File: src/rtl/dma_bus_pkg.sv
// Shared types and constants for the DMA bus arbiter.
// States, owner encoding and the bus address map.
package dma_bus_pkg;

    localparam int CNT_W = 6;

    localparam logic [2:0] ST_IDLE = 3'd0;
    localparam logic [2:0] ST_CPU  = 3'd1;
    localparam logic [2:0] ST_IRQ1 = 3'd2;
    localparam logic [2:0] ST_IRQ2 = 3'd3;
    localparam logic [2:0] ST_DMA  = 3'd4;

    typedef enum logic [2:0] {
        S_IDLE = ST_IDLE,
        S_CPU  = ST_CPU,
        S_IRQ1 = ST_IRQ1,
        S_IRQ2 = ST_IRQ2,
        S_DMA  = ST_DMA
    } state_t;

    typedef enum logic [2:0] {
        OWN_NONE,
        OWN_CPU,
        OWN_DMA,
        OWN_IO1,
        OWN_IO2
    } owner_t;

    localparam logic [7:0] MEM_BASE = 8'd0;
    localparam logic [7:0] MEM_TOP  = 8'd191;
    localparam logic [7:0] IO1_BASE = 8'd192;
    localparam logic [7:0] IO1_TOP  = 8'd223;
    localparam logic [7:0] IO2_BASE = 8'd224;
    localparam logic [7:0] IO2_TOP  = 8'd255;

    typedef enum logic [1:0] {
        REG_MEM,
        REG_IO1,
        REG_IO2
    } region_t;

    function automatic region_t addr_region(input logic [7:0] a);
        if (a <= MEM_TOP)      return REG_MEM;
        else if (a <= IO1_TOP) return REG_IO1;
        else                   return REG_IO2;
    endfunction

    function automatic owner_t state_owner(input state_t s);
        unique case (s)
            S_CPU:   return OWN_CPU;
            S_DMA:   return OWN_DMA;
            S_IRQ1:  return OWN_IO1;
            S_IRQ2:  return OWN_IO2;
            default: return OWN_NONE;
        endcase
    endfunction

endpackage

File: src/rtl/arb_burst_counter.sv
// Loadable down-counter with decrement enable and zero flag.
// Saturates at zero; load wins over decrement.
module arb_burst_counter
    import dma_bus_pkg::*;
#(
    parameter int W = CNT_W
) (
    input  logic         clock,
    input  logic         reset_n,
    input  logic         i_load,
    input  logic [W-1:0] i_load_val,
    input  logic         i_dec,
    output logic [W-1:0] o_count,
    output logic         o_zero
);

    logic [W-1:0] r_count;

    always_ff @(posedge clock or negedge reset_n) begin
        if (!reset_n) begin
            r_count <= '0;
        end else if (i_load) begin
            r_count <= i_load_val;
        end else if (i_dec && (r_count != '0)) begin
            r_count <= r_count - W'(1);
        end
    end

    assign o_count = r_count;
    assign o_zero  = (r_count == '0);

endmodule

File: src/rtl/dma_bus_arbiter.sv
// Bus arbiter for processor, DMA engine and two interrupt sources.
// One-hot registered grants, bounded DMA tenures, DMA fairness flag.
module dma_bus_arbiter
    import dma_bus_pkg::*;
#(
    parameter int CPU_SLOT     = 1,
    parameter int IRQ_SLOT     = 1,
    parameter int DMA_MAX_HOLD = 8
) (
    input  logic             clock,
    input  logic             reset_n,
    input  logic             cpu_req,
    input  logic             dma_req,
    input  logic [CNT_W-1:0] dma_count,
    input  logic             dma_word_done,
    input  logic             IOIP1,
    input  logic             IOIP2,
    output logic             cpu_grant,
    output logic             grant,
    output logic             IOAck1,
    output logic             IOAck2,
    output logic             busybus,
    output logic [CNT_W-1:0] dma_remaining
);

    state_t           r_state;
    state_t           w_next;
    logic             r_fair;
    logic             w_fair_next;
    logic [CNT_W-1:0] r_slot;
    logic [CNT_W-1:0] w_slot_next;

    logic             r_cpu_grant;
    logic             r_grant;
    logic             r_ack1;
    logic             r_ack2;

    logic             w_rem_load;
    logic [CNT_W-1:0] w_rem_val;
    logic             w_rem_dec;
    logic             w_rem_zero;
    logic             w_hold_load;
    logic             w_hold_dec;
    logic             w_hold_zero;
    logic [CNT_W-1:0] w_hold_count;

    logic             w_dma_ok;
    logic             w_pending;
    logic             w_rem_one;
    logic             w_hold_one;

    assign w_dma_ok   = dma_req && (dma_count != '0);
    assign w_pending  = cpu_req || IOIP1 || IOIP2;
    assign w_rem_one  = (dma_remaining == CNT_W'(1));
    assign w_hold_one = (w_hold_count == CNT_W'(1));

    always_comb begin
        w_next      = r_state;
        w_fair_next = r_fair;
        w_slot_next = r_slot;
        w_rem_load  = 1'b0;
        w_rem_val   = '0;
        w_rem_dec   = 1'b0;
        w_hold_load = 1'b0;
        w_hold_dec  = 1'b0;
        unique case (r_state)
            S_IDLE: begin
                if (r_fair && w_dma_ok) begin
                    w_next = S_DMA;
                end else if (cpu_req) begin
                    w_next      = S_CPU;
                    w_slot_next = CNT_W'(CPU_SLOT);
                end else if (IOIP1) begin
                    w_next      = S_IRQ1;
                    w_slot_next = CNT_W'(IRQ_SLOT);
                end else if (IOIP2) begin
                    w_next      = S_IRQ2;
                    w_slot_next = CNT_W'(IRQ_SLOT);
                end else if (w_dma_ok) begin
                    w_next = S_DMA;
                end
                if (w_next == S_DMA) begin
                    w_rem_load  = 1'b1;
                    w_rem_val   = dma_count;
                    w_hold_load = 1'b1;
                    w_fair_next = 1'b0;
                end
            end
            S_CPU, S_IRQ1, S_IRQ2: begin
                if (r_slot <= CNT_W'(1)) begin
                    w_next      = S_IDLE;
                    w_slot_next = '0;
                    w_fair_next = dma_req;
                end else begin
                    w_slot_next = r_slot - CNT_W'(1);
                end
            end
            S_DMA: begin
                if (!dma_req) begin
                    w_next     = S_IDLE;
                    w_rem_load = 1'b1;
                end else if (dma_word_done) begin
                    w_rem_dec  = !w_rem_zero;
                    w_hold_dec = !w_hold_zero;
                    if (w_rem_one) begin
                        w_next = S_IDLE;
                    end else if (w_hold_one) begin
                        // Yield only when someone else is waiting.
                        if (w_pending) w_next = S_IDLE;
                        else           w_hold_load = 1'b1;
                    end
                end
            end
            default: begin
                w_next = S_IDLE;
            end
        endcase
    end

    always_ff @(posedge clock or negedge reset_n) begin
        if (!reset_n) begin
            r_state     <= S_IDLE;
            r_fair      <= 1'b0;
            r_slot      <= '0;
            r_cpu_grant <= 1'b0;
            r_grant     <= 1'b0;
            r_ack1      <= 1'b0;
            r_ack2      <= 1'b0;
        end else begin
            r_state     <= w_next;
            r_fair      <= w_fair_next;
            r_slot      <= w_slot_next;
            r_cpu_grant <= (w_next == S_CPU);
            r_grant     <= (w_next == S_DMA);
            r_ack1      <= (w_next == S_IRQ1);
            r_ack2      <= (w_next == S_IRQ2);
        end
    end

    arb_burst_counter #(.W(CNT_W)) u_rem (
        .clock      (clock),
        .reset_n    (reset_n),
        .i_load     (w_rem_load),
        .i_load_val (w_rem_val),
        .i_dec      (w_rem_dec),
        .o_count    (dma_remaining),
        .o_zero     (w_rem_zero)
    );

    arb_burst_counter #(.W(CNT_W)) u_hold (
        .clock      (clock),
        .reset_n    (reset_n),
        .i_load     (w_hold_load),
        .i_load_val (CNT_W'(DMA_MAX_HOLD)),
        .i_dec      (w_hold_dec),
        .o_count    (w_hold_count),
        .o_zero     (w_hold_zero)
    );

    assign cpu_grant = r_cpu_grant;
    assign grant     = r_grant;
    assign IOAck1    = r_ack1;
    assign IOAck2    = r_ack2;
    assign busybus   = r_grant;

endmodule

File: config.mk
export PLATFORM = sky130hd
export DESIGN_NAME = dma_bus_arbiter
export DESIGN_NICKNAME = d
export VERILOG_FILES = /design/src/rtl/dma_bus_pkg.sv /design/src/rtl/arb_burst_counter.sv /design/src/rtl/dma_bus_arbiter.sv
export SDC_FILE = /design/constraint.sdc
export NUM_CORES = 1
export LEC_CHECK = 0
export CORE_MARGIN = 1.5
export CORE_UTILIZATION = 53
export CTS_BUF_LIST = sky130_fd_sc_hd__clkbuf_4 sky130_fd_sc_hd__clkbuf_8 sky130_fd_sc_hd__clkbuf_16
export CTS_CLUSTER_DIAMETER = 50
export CTS_CLUSTER_SIZE = 30
export DETAILED_ROUTE_END_ITERATION = 6
export GPL_TIMING_DRIVEN = 0
export PLACE_DENSITY = 0.79
export SKIP_CTS_REPAIR_TIMING = 1
export SLEW_MARGIN = 20
export SYNTH_ARGS = -nofsm -noshare
export SYNTH_HDL_FRONTEND = slang
export SYNTH_SLANG_ARGS = --single-unit
export TNS_END_PERCENT = 100
File: constraint.sdc
create_clock -name clock -period 2.12 [get_ports clock]
set_input_delay 0.424 -clock clock [delete_from_list [all_inputs] [get_ports clock]]
set_output_delay 0.424 -clock clock [all_outputs]
set_load 0.01 [all_outputs]
## Word level (Yosys, flattened, before mapping)

Index checks and enable logic that the tools add are counted.

- Input bits: 13
- Logic and storage cells: 91
- Register bits: 26

- Reduce and logical (&&, ||, !) cells: 20
- Add/subtract/negate cells: 3
- Equality and inequality tests: 15
- Order comparisons: 1
- Mux-type cells: 43

Operator list:

| cell | number |
|---|---|
| two-way mux 6 bit | 11 |
| two-way mux 3 bit | 12 |
| nonzero test 6 bit | 3 |
| subtractor 6 x 1 -> 6 bit (second input constant) | 3 |
| two-way mux 1 bit | 15 |
| equality test 3 x 2 -> 1 bit (second input constant) | 4 |
| equality test 6 x 1 -> 1 bit (second input constant) | 2 |
| logical NOT 6 bit | 2 |
| one-hot mux 6 bit (2 select lines) | 1 |
| equality test 3 bit (second input constant) | 3 |
| one-hot mux 3 bit (3 select lines) | 1 |
| equality test 3 x 1 -> 1 bit (second input constant) | 2 |
| less-or-equal comparator 6 x 1 -> 1 bit (second input constant) | 1 |
| != test 2 bit (second input constant) | 3 |
| one-hot mux 1 bit (2 select lines) | 3 |
| AND reduction 3 bit | 2 |
| nonzero test 2 bit | 3 |
| logical AND 1 bit | 4 |
| != test 4 bit (second input constant) | 1 |
| logical NOT 3 bit | 1 |
| OR reduction 3 bit | 1 |
| logical NOT 1 bit | 2 |
| logical OR 1 bit | 2 |

## Longest topological paths before layout

Gate-level depths: netlist of run 1.

- Word-level depth: 12
- Mapped depth: 8
- Mapped depth without buffers: 8

## By module

From an unflattened synthesis of run 1, not the netlist that was laid out.

- Cell total of the unflattened synthesis: 191
- Area total of the unflattened synthesis: 1727.9 um2

Modules (own cells, without submodules):

| module | area an instance (um2) | instances | seq. area each (um2) | cells each |
|---|---|---|---|---|
| dma_bus_arbiter | 937.1 | 1 | 350.3 | 103 |
| arb_burst_counter | 395.4 | 2 | 150.1 | 44 |

## Worst setup path after synthesis of run 1

OpenSTA, ideal clock, no wires.

- Path kind: input-to-reg
- Start point: in dma_count[0]
- End point: reg r_slot[2]
- Stages on the path: 5
- Setup slack: 0.400 ns
- Arrival: 1.594 ns
- Required time: 1.994 ns
- Cells stage by stage: nor4_1 a21oi_1 o21ai_0 nand2b_1 a221o_1

- Longest elaborated chain between the ends: 5

Ends and longest elaborated chain:

| element | line | source |
|---|---|---|
| start, declared | dma_bus_arbiter.sv:14 | `input logic [CNT_W-1:0] dma_count,` |
| nonzero test 6 bit | dma_bus_arbiter.sv:52 | `assign w_dma_ok = dma_req && (dma_count != '0);` |
| logical AND 1 bit | dma_bus_arbiter.sv:52 |  |
| logical AND 1 bit | dma_bus_arbiter.sv:68 | `if (r_fair && w_dma_ok) begin` |
| != test 2 bit (no source line) | - |  |
| AND reduction 3 bit (no source line) | - |  |
| end signal, assigned | dma_bus_arbiter.sv:132 | `r_slot <= w_slot_next;` |
| end, declared | dma_bus_arbiter.sv:30 | `logic [CNT_W-1:0] r_slot;` |

Every way passes these cells.
A chain may end at the register's enable or synchronous reset.

## Final worst setup path of run 1

Same ends and word-level chain as after synthesis.

==> load_flow_metrics.sql, run 1 <==
INSERT INTO impl_metrics (metric_group, metric, value, unit) VALUES
('run_status', 'result_of_the_run', 'finished clean', ''),
('worst_setup_path', 'worstPathCellList', 'clkdlybuf4s50_1 > nor4_2 > a21oi_1 > o21ai_0 > nand2b_1 > a221o_1', ''),
('detailed_routing', 'drtAntennaViolNets', '0', ''),
('clock_network', 'clk_transition_reported_paths', '0.14', 'ns'),
('global_route', 'grt_resource_usage_total', '0.221', ''),
('cells_and_area', 'area_growth_syn_to_layout', '20.0', '%'),
('worst_setup_path', 'cpPeakStageDelay', '0.44', 'ns'),
('global_route', 'grt.met1_usage', '0.307', ''),
('synthesis', 'synth_seq_cells', '26', ''),
('timing', 'rsz0062_at_grt', 'no', ''),
('floorplan', 'die-width', '57.6', 'um'),
('global_route', 'met2_usage_in_global_routing', '0.357', ''),
('timing', 'slew_viol_final', '0', ''),
('timing', 'post-route-period-util', '0.939', ''),
('global_route', 'globalRouteMet3Util', '0.0272', ''),
('timing', 'worstMarginPinSlew', '0.571', 'ns'),
('synthesis', 'post-synth-top-area-fraction', '0.412', ''),
('detailed_routing', 'postRouteWirelength', '3.44', 'mm'),
('synthesis', 'synth_cells', '170', ''),
('detailed_routing', 'drtPass1Iterations', '4', ''),
('clock_network', 'h_tree_level_count', '1', ''),
('synthesis', 'yosys.area_share.simple', '0.242', ''),
('synthesis', 'yosysWarningCount', '0', ''),
('synthesis', 'synth_top_family_by_area', 'simple AND/OR/NAND/NOR gates', ''),
('cells_and_area', 'post_layout_nonfiller_instances', '228', ''),
('worst_setup_path', 'timing.critical_path.buf_inv', '1', ''),
('global_route', 'grt_start_max_net_pins', '27', ''),
('worst_setup_path', 'critical-path-top-delay-family', 'compound AO/OA/AOI/OAI gates', ''),
('floorplan', 'core_region_area', '2780', 'sq um'),
('worst_setup_path', 'setup.worst_path.class', 'in2reg', ''),
('cells_and_area', 'finalInstanceArea', '1890', 'sq um'),
('global_route', 'grt-ovfl-total', '0', ''),
('placement', 'detailed_place_hpwl', '2.66', 'mm'),
('min_path', 'min_path_type', 'in2async', ''),
('timing', 'fin_skew', '0.00138', 'ns'),
('worst_setup_path', 'crit_path_start_kind', 'input pin', ''),
('placement', 'place_worst_setup_slack', '-0.423', 'ns'),
('global_route', 'initial_antenna_violation_count', '0', ''),
('cells_and_area', 'insertedDiodeCount', '0', ''),
('synthesis', 'synth_top_area_cell', 'sky130_fd_sc_hd__dfrtp_1', ''),
('synthesis', 'syn_area_per_cell', '9.29', 'sq um'),
('detailed_routing', 'num_vias', '1372', ''),
('synthesis', 'synth.mux.area_fraction', '0.00713', ''),
('floorplan', 'core.rowCount', '19', ''),
('detailed_routing', 'routedWlPerCell', '15.1', 'um'),
('floorplan', 'design.die.area', '3320', 'sq um'),
('clock_network', 'clock_path_buffers', '2', ''),
('synthesis', 'synth_fa_ha_area_frac', '0.0634', ''),
('worst_setup_path', 'worst-path-max-fanout', '6', ''),
('global_route', 'grt_pass1_vias', '1309', ''),
('floorplan', 'initial_core_utilization', '0.568', ''),
('worst_setup_path', 'critPathCaptureType', 'flop', ''),
('synthesis', 'synth_async_sr_flop_share', '1.00', ''),
('global_route', 'grt_pass1_wl', '5.66', 'mm'),
('power', 'ir_drop', '1.05', 'mV'),
('cells_and_area', 'fill_cells', '235', ''),
('synthesis', 'post_syn_nets', '191', ''),
('synthesis', 'synth-xor-area-share', '0.0333', ''),
('timing', 'min_period', '1.99', 'ns'),
('cells_and_area', 'drive_gt1_frac', '0.102', ''),
('clock_network', 'clock_insertion_delay_at_the_later_pin_of_the_skew_report', '0.32', 'ns'),
('clock_network', 'total_clock_buffers_created_by_cts', '3', ''),
('run', 'cap_violations', '0', ''),
('timing', 'final-hold-violation-count', '0', ''),
('synthesis', 'synth_compound_gate_area_share', '0.200', ''),
('placement', 'placed_cells', '224', ''),
('synthesis', 'yosysSeqAreaShare', '0.412', ''),
('cells_and_area', 'nNetsFinal', '219', ''),
('detailed_routing', 'drt-initial-drc-count', '65', ''),
('clock_network', 'clock_sink_count', '26', ''),
('detailed_routing', 'drc', '0', '');
## flip-flops by register name, summed over array words and instances (netlist names)
register        count
r_fair              1
r_slot              6
u_rem.o_count       6
IOAck2              1
u_hold.o_count      6
r_state             3
cpu_grant           1
busybus             1
IOAck1              1
## layout by cell type, fill, tap and decap left out, drive strengths merged, types with 4 or more instances in the layout
| cell | netlist | layout |
|---|---|---|
| nor4 | 4 | 4 |
| nand2 | 12 | 12 |
| dfrtp | 26 | 26 |
| nand4 | 4 | 4 |
| a21oi | 10 | 10 |
| nand3 | 5 | 5 |
| a211oi | 4 | 4 |
| clkdlybuf4s50 | 0 | 22 |
| o21ai | 9 | 9 |
| clkbuf | 0 | 4 |
| inv | 14 | 14 |
| ha | 8 | 8 |
| nor2 | 18 | 18 |
| nor3 | 7 | 7 |
## cell type report
| cell class | instances | area (sq um) | area share |
|---|---|---|---|
| Inverter | 14 | 52.6 | 0.0277 |
| Timing Repair Buffer | 23 | 225 | 0.119 |
| Sequential cell | 26 | 651 | 0.343 |
| Multi-Input combinational cell | 128 | 876 | 0.462 |
| Buffer | 2 | 15.0 | 0.00793 |
| Clock buffer | 4 | 36.3 | 0.0192 |
| Tap cell | 31 | 38.8 | 0.0205 |
## where the power goes
| part | total (uW) | switching (uW) | internal [uW] | leakage [uW] |
|---|---|---|---|---|
| Clock | 253 | 148 | 105 | 0.0000210 |
| Combinational | 1280 | 680 | 602 | 0.000458 |
| Sequential | 895 | 208 | 687 | 0.000335 |
## cells by family (layout without fill, tap and decap cells)
kind of cell | after synthesis | in the layout
simple gates | 69 | 69
compound gates | 44 | 44
flops | 26 | 26
buf+inv | 16 | 43
fa+ha+maj | 8 | 8
xor+xnor | 6 | 6
mux | 1 | 1
## per-layer routing
metal  wire length, um  share of wire
met1              1640           0.48
met2              1590           0.46
met4                42          0.012
met3               167          0.049
met5                 0              0
## per-stage QoR
step	setup TNS (ns)	hold WS [ns]
2_1_floorplan	0	0.128
3_3_place_gp	-3.20	0.513
3_5_place_dp	-3.89	0.454
4_1_cts	-0.130	0.0872
5_1_grt	0	0.110
6_report	0	0.0696
## path summary, 6_finish.rpt
| path | start | to | slack, ns |
|---|---|---|---|
| worst min-delay path | reset_n | u_rem.o_count[2] | 0.07 |
| worst max register to register | r_slot[0] | r_slot[5] | 0.24 |
| worst min register to register | r_slot[5] | r_slot[5] | 0.57 |
| worst max-delay path | dma_count[0] | r_slot[2] | 0.13 |
| min in group clock | r_slot[5] | r_slot[5] | 0.57 |
| max in group asynchronous | reset_n | r_slot[1] | 1.68 |
Note: power is estimated with default switching activity, not from simulation.
==> run 2, diff against run 1 <==
--- a/config.mk
+++ b/config.mk
@@ -6,13 +6,13 @@
 export NUM_CORES = 1
 export LEC_CHECK = 0
 export CORE_MARGIN = 1.5
-export CORE_UTILIZATION = 53
-export CTS_BUF_LIST = sky130_fd_sc_hd__clkbuf_4 sky130_fd_sc_hd__clkbuf_8 sky130_fd_sc_hd__clkbuf_16
+export CORE_UTILIZATION = 55
+export CTS_BUF_LIST = sky130_fd_sc_hd__clkbuf_2 sky130_fd_sc_hd__clkbuf_4 sky130_fd_sc_hd__clkbuf_8
 export CTS_CLUSTER_DIAMETER = 50
 export CTS_CLUSTER_SIZE = 30
 export DETAILED_ROUTE_END_ITERATION = 6
 export GPL_TIMING_DRIVEN = 0
-export PLACE_DENSITY = 0.79
+export PLACE_DENSITY = 0.84
 export SKIP_CTS_REPAIR_TIMING = 1
 export SLEW_MARGIN = 20
 export SYNTH_ARGS = -nofsm -noshare
==> run 2 against run 1 <==
Against the previous run:
- via count is 2.5% higher
- die area is 3.4% lower
- critical path type unchanged
- first-iteration DRC count is 14% higher
- worst hold slack worse by 0.010 ns
- setup slack worse by 0.032 ns
- sequential power hardly changed
- power is 5.0% higher
==> load_flow_metrics.sql, run 2 (synthesis gave the netlist of run 1 again) <==
INSERT INTO impl_metrics (metric_group, metric, value, unit) VALUES
('run_status', 'result_of_the_run', 'finished clean', ''),
('power', 'power_switching', '1070', 'uW'),
('placement', 'port-buffer-count', '23', ''),
('global_route', 'grt_pass1_vias', '1310', ''),
('floorplan', 'design.die.area', '3200', 'sq um'),
('floorplan', 'initial_core_utilization', '0.578', ''),
('detailed_routing', 'drtAntennaViolNets', '0', ''),
('power', 'power', '2550', 'uW'),
('global_route', 'grt-ovfl-total', '0', ''),
('cells_and_area', 'ff_latch_area', '651', 'sq um'),
('timing', 'final-hold-violation-count', '0', ''),
('global_route', 'grt_start_max_net_pins', '27', ''),
('detailed_routing', 'via_per_inst', '6.17', ''),
('cells_and_area', 'drive_gt1_frac', '0.102', ''),
('worst_setup_path', 'setup.worst_path.class', 'in2reg', ''),
('clock_network', 'tritoncts_clock_tree', 'done', ''),
('floorplan', 'core.rowCount', '19', ''),
('floorplan', 'vertical_extent_of_the_die', '56.6', 'um'),
('placement', 'detailed_place_hpwl', '2.62', 'mm'),
('timing', 'worstMarginPinSlew', '0.583', 'ns'),
('detailed_routing', 'routedWlPerCell', '16.0', 'um'),
('power', 'swShare', '0.419', ''),
('clock_network', 'clock_sink_count', '26', ''),
('detailed_routing', 'drc', '0', ''),
('clock_network', 'total_clock_buffers_created_by_cts', '3', ''),
('worst_setup_path', 'critPathCaptureType', 'flop', ''),
('worst_setup_path', 'worst_ep_required_time', '2.35', 'ns'),
('clock_network', 'h_tree_level_count', '1', ''),
('detailed_routing', 'postRouteWirelength', '3.65', 'mm'),
('timing', 'fmaxAchievable', '494', 'MHz'),
('detailed_routing', 'drtPass1Iterations', '4', ''),
('worst_setup_path', 'worst-path-max-fanout', '6', ''),
('floorplan', 'pin_count', '24', ''),
('floorplan', 'core_region_area', '2730', 'sq um'),
('worst_setup_path', 'worstPathCellList', 'clkdlybuf4s50_1 > nor4_2 > a21oi_1 > o21ai_0 > nand2b_1 > a221o_1', ''),
('min_path', 'min_path_type', 'in2async', ''),
('timing', 'fin_skew', '0.00643', 'ns'),
('timing', 'post-route-period-util', '0.954', ''),
('cells_and_area', 'insertedDiodeCount', '0', ''),
('timing', 'setup_viol', '0', ''),
('power', 'total_leakage_power', '0.000821', 'uW'),
('clock_network', 'cts-root-buf', 'sky130_fd_sc_hd__clkbuf_4', ''),
('power', 'internal_power', '1480', 'uW'),
('clock_network', 'clk_transition_reported_paths', '0.15', 'ns'),
('power', 'power-per-cell-area', '1340', 'nW/um^2'),
('cells_and_area', 'most-common-layout-cells', 'sky130_fd_sc_hd__dfrtp_1 (26), sky130_fd_sc_hd__clkdlybuf4s50_1 (22), sky130_fd_sc_hd__nor2_1 (17)', ''),
('worst_setup_path', 'critical_path_arrival', '2.26', 'ns'),
('worst_setup_path', 'worst-r2r-cell-count', '7', ''),
('worst_setup_path', 'cpPeakStageDelay', '0.45', 'ns'),
('clock_network', 'clock_path_buffers', '2', ''),
('floorplan', 'die-width', '56.6', 'um'),
('worst_setup_path', 'cpMaxStageDelayCell', 'sky130_fd_sc_hd__nor4_2', ''),
('timing', 'timing.max_slew.rel_slack', '0.611', ''),
('timing', 'rsz0062_at_grt', 'no', ''),
('cells_and_area', 'nNetsFinal', '219', ''),
('timing', 'min_period', '2.02', 'ns'),
('global_route', 'grt_pass1_wl', '5.89', 'mm'),
('timing', 'minimum_hold_slack', '0.0596', 'ns'),
('power', 'ir_drop', '1.03', 'mV'),
('global_route', 'initial_antenna_violation_count', '0', ''),
('placement', 'gp_routability_congestion', '0.865', ''),
('cells_and_area', 'area_growth_syn_to_layout', '21.0', '%'),
('global_route', 'grt_resource_usage_total', '0.238', ''),
('cells_and_area', 'fill_cells', '206', ''),
('cells_and_area', 'layout_commonest_cell', 'sky130_fd_sc_hd__dfrtp_1', ''),
('power', 'power.share.sequential', '0.352', ''),
('clock_network', 'clock_insertion_delay_at_the_later_pin_of_the_skew_report', '0.33', 'ns'),
('timing', 'slew_viol_final', '0', ''),
('detailed_routing', 'num_vias', '1406', ''),
('power', 'power.clock.fraction', '0.138', ''),
('detailed_routing', 'drt-initial-drc-count', '74', ''),
('worst_setup_path', 'crit_path_start_kind', 'input pin', ''),
('cells_and_area', 'multi_input_comb_area', '876', 'sq um'),
('power', 'power.combinational.fraction', '0.510', ''),
('run', 'cap_violations', '0', '');
==> run 2: cell types whose count changed in the layout (fill, tap and decap cells not counted), sizes merged <==
cell / before / now
bufinv: 0 / 1
clkbuf: 4 / 3
==> run 2: critical path, delay by kind of cell <==
kind	cells	cell delay (ns)
buf+inv	1	0.44
simple gates	2	0.62
compound gates	3	0.77
==> run 2: worst paths after layout <==
check / start / endpoint / slack, ns
min in group clock: r_slot[1] / r_slot[1] / 0.56
min reg2reg: r_slot[1] / r_slot[1] / 0.56
max in group asynchronous: reset_n / r_state[1] / 1.67
max: dma_count[0] / r_slot[2] / 0.1
max reg2reg: r_slot[0] / r_slot[2] / 0.21
min: reset_n / u_rem.o_count[2] / 0.06
==> run 2: cell type report <==
cell class / instances / area share
clock buffer: 3 / 0.0118
clock inverter: 1 / 0.0157
multi-input combinational: 128 / 0.458
inverter: 14 / 0.0275
buffer: 2 / 0.00786
tap: 31 / 0.0203
timing repair buffer: 23 / 0.118
sequential: 26 / 0.341
==> run 2: power groups by stage <==
stage               Sequential [uW]  Clock (uW)  Combinational, uW
floorplan                       891           0                859
global placement                883           0               1220
detailed placement              901           0               1270
CTS                             891         357               1290
global route                    925         371               1450
finish                          898         352               1300
==> run 2: through the flow <==
step | setup slack (ns) | util | setup TNS [ns] | instance area, sq um | instances
2_1_floorplan | 0.400 | - | 0 | 1580 | 170
3_3_place_gp | -0.376 | 0.676 | -2.91 | 1850 | 224
3_5_place_dp | -0.406 | 0.674 | -3.78 | 1840 | 224
4_1_cts | -0.0682 | 0.693 | -0.124 | 1900 | 228
5_1_grt | 0.0191 | 0.699 | 0 | 1910 | 228
6_report | 0.0966 | 0.699 | 0 | 1910 | 228
==> run 2: routing by layer <==
metal,GRT usage,vias to the layer above,wire [um]
met1,0.317,667,1610
met5,0,-,0
met4,0.109,0,93
met2,0.382,62,1720
met3,0.0346,11,228
li1,-,666,-
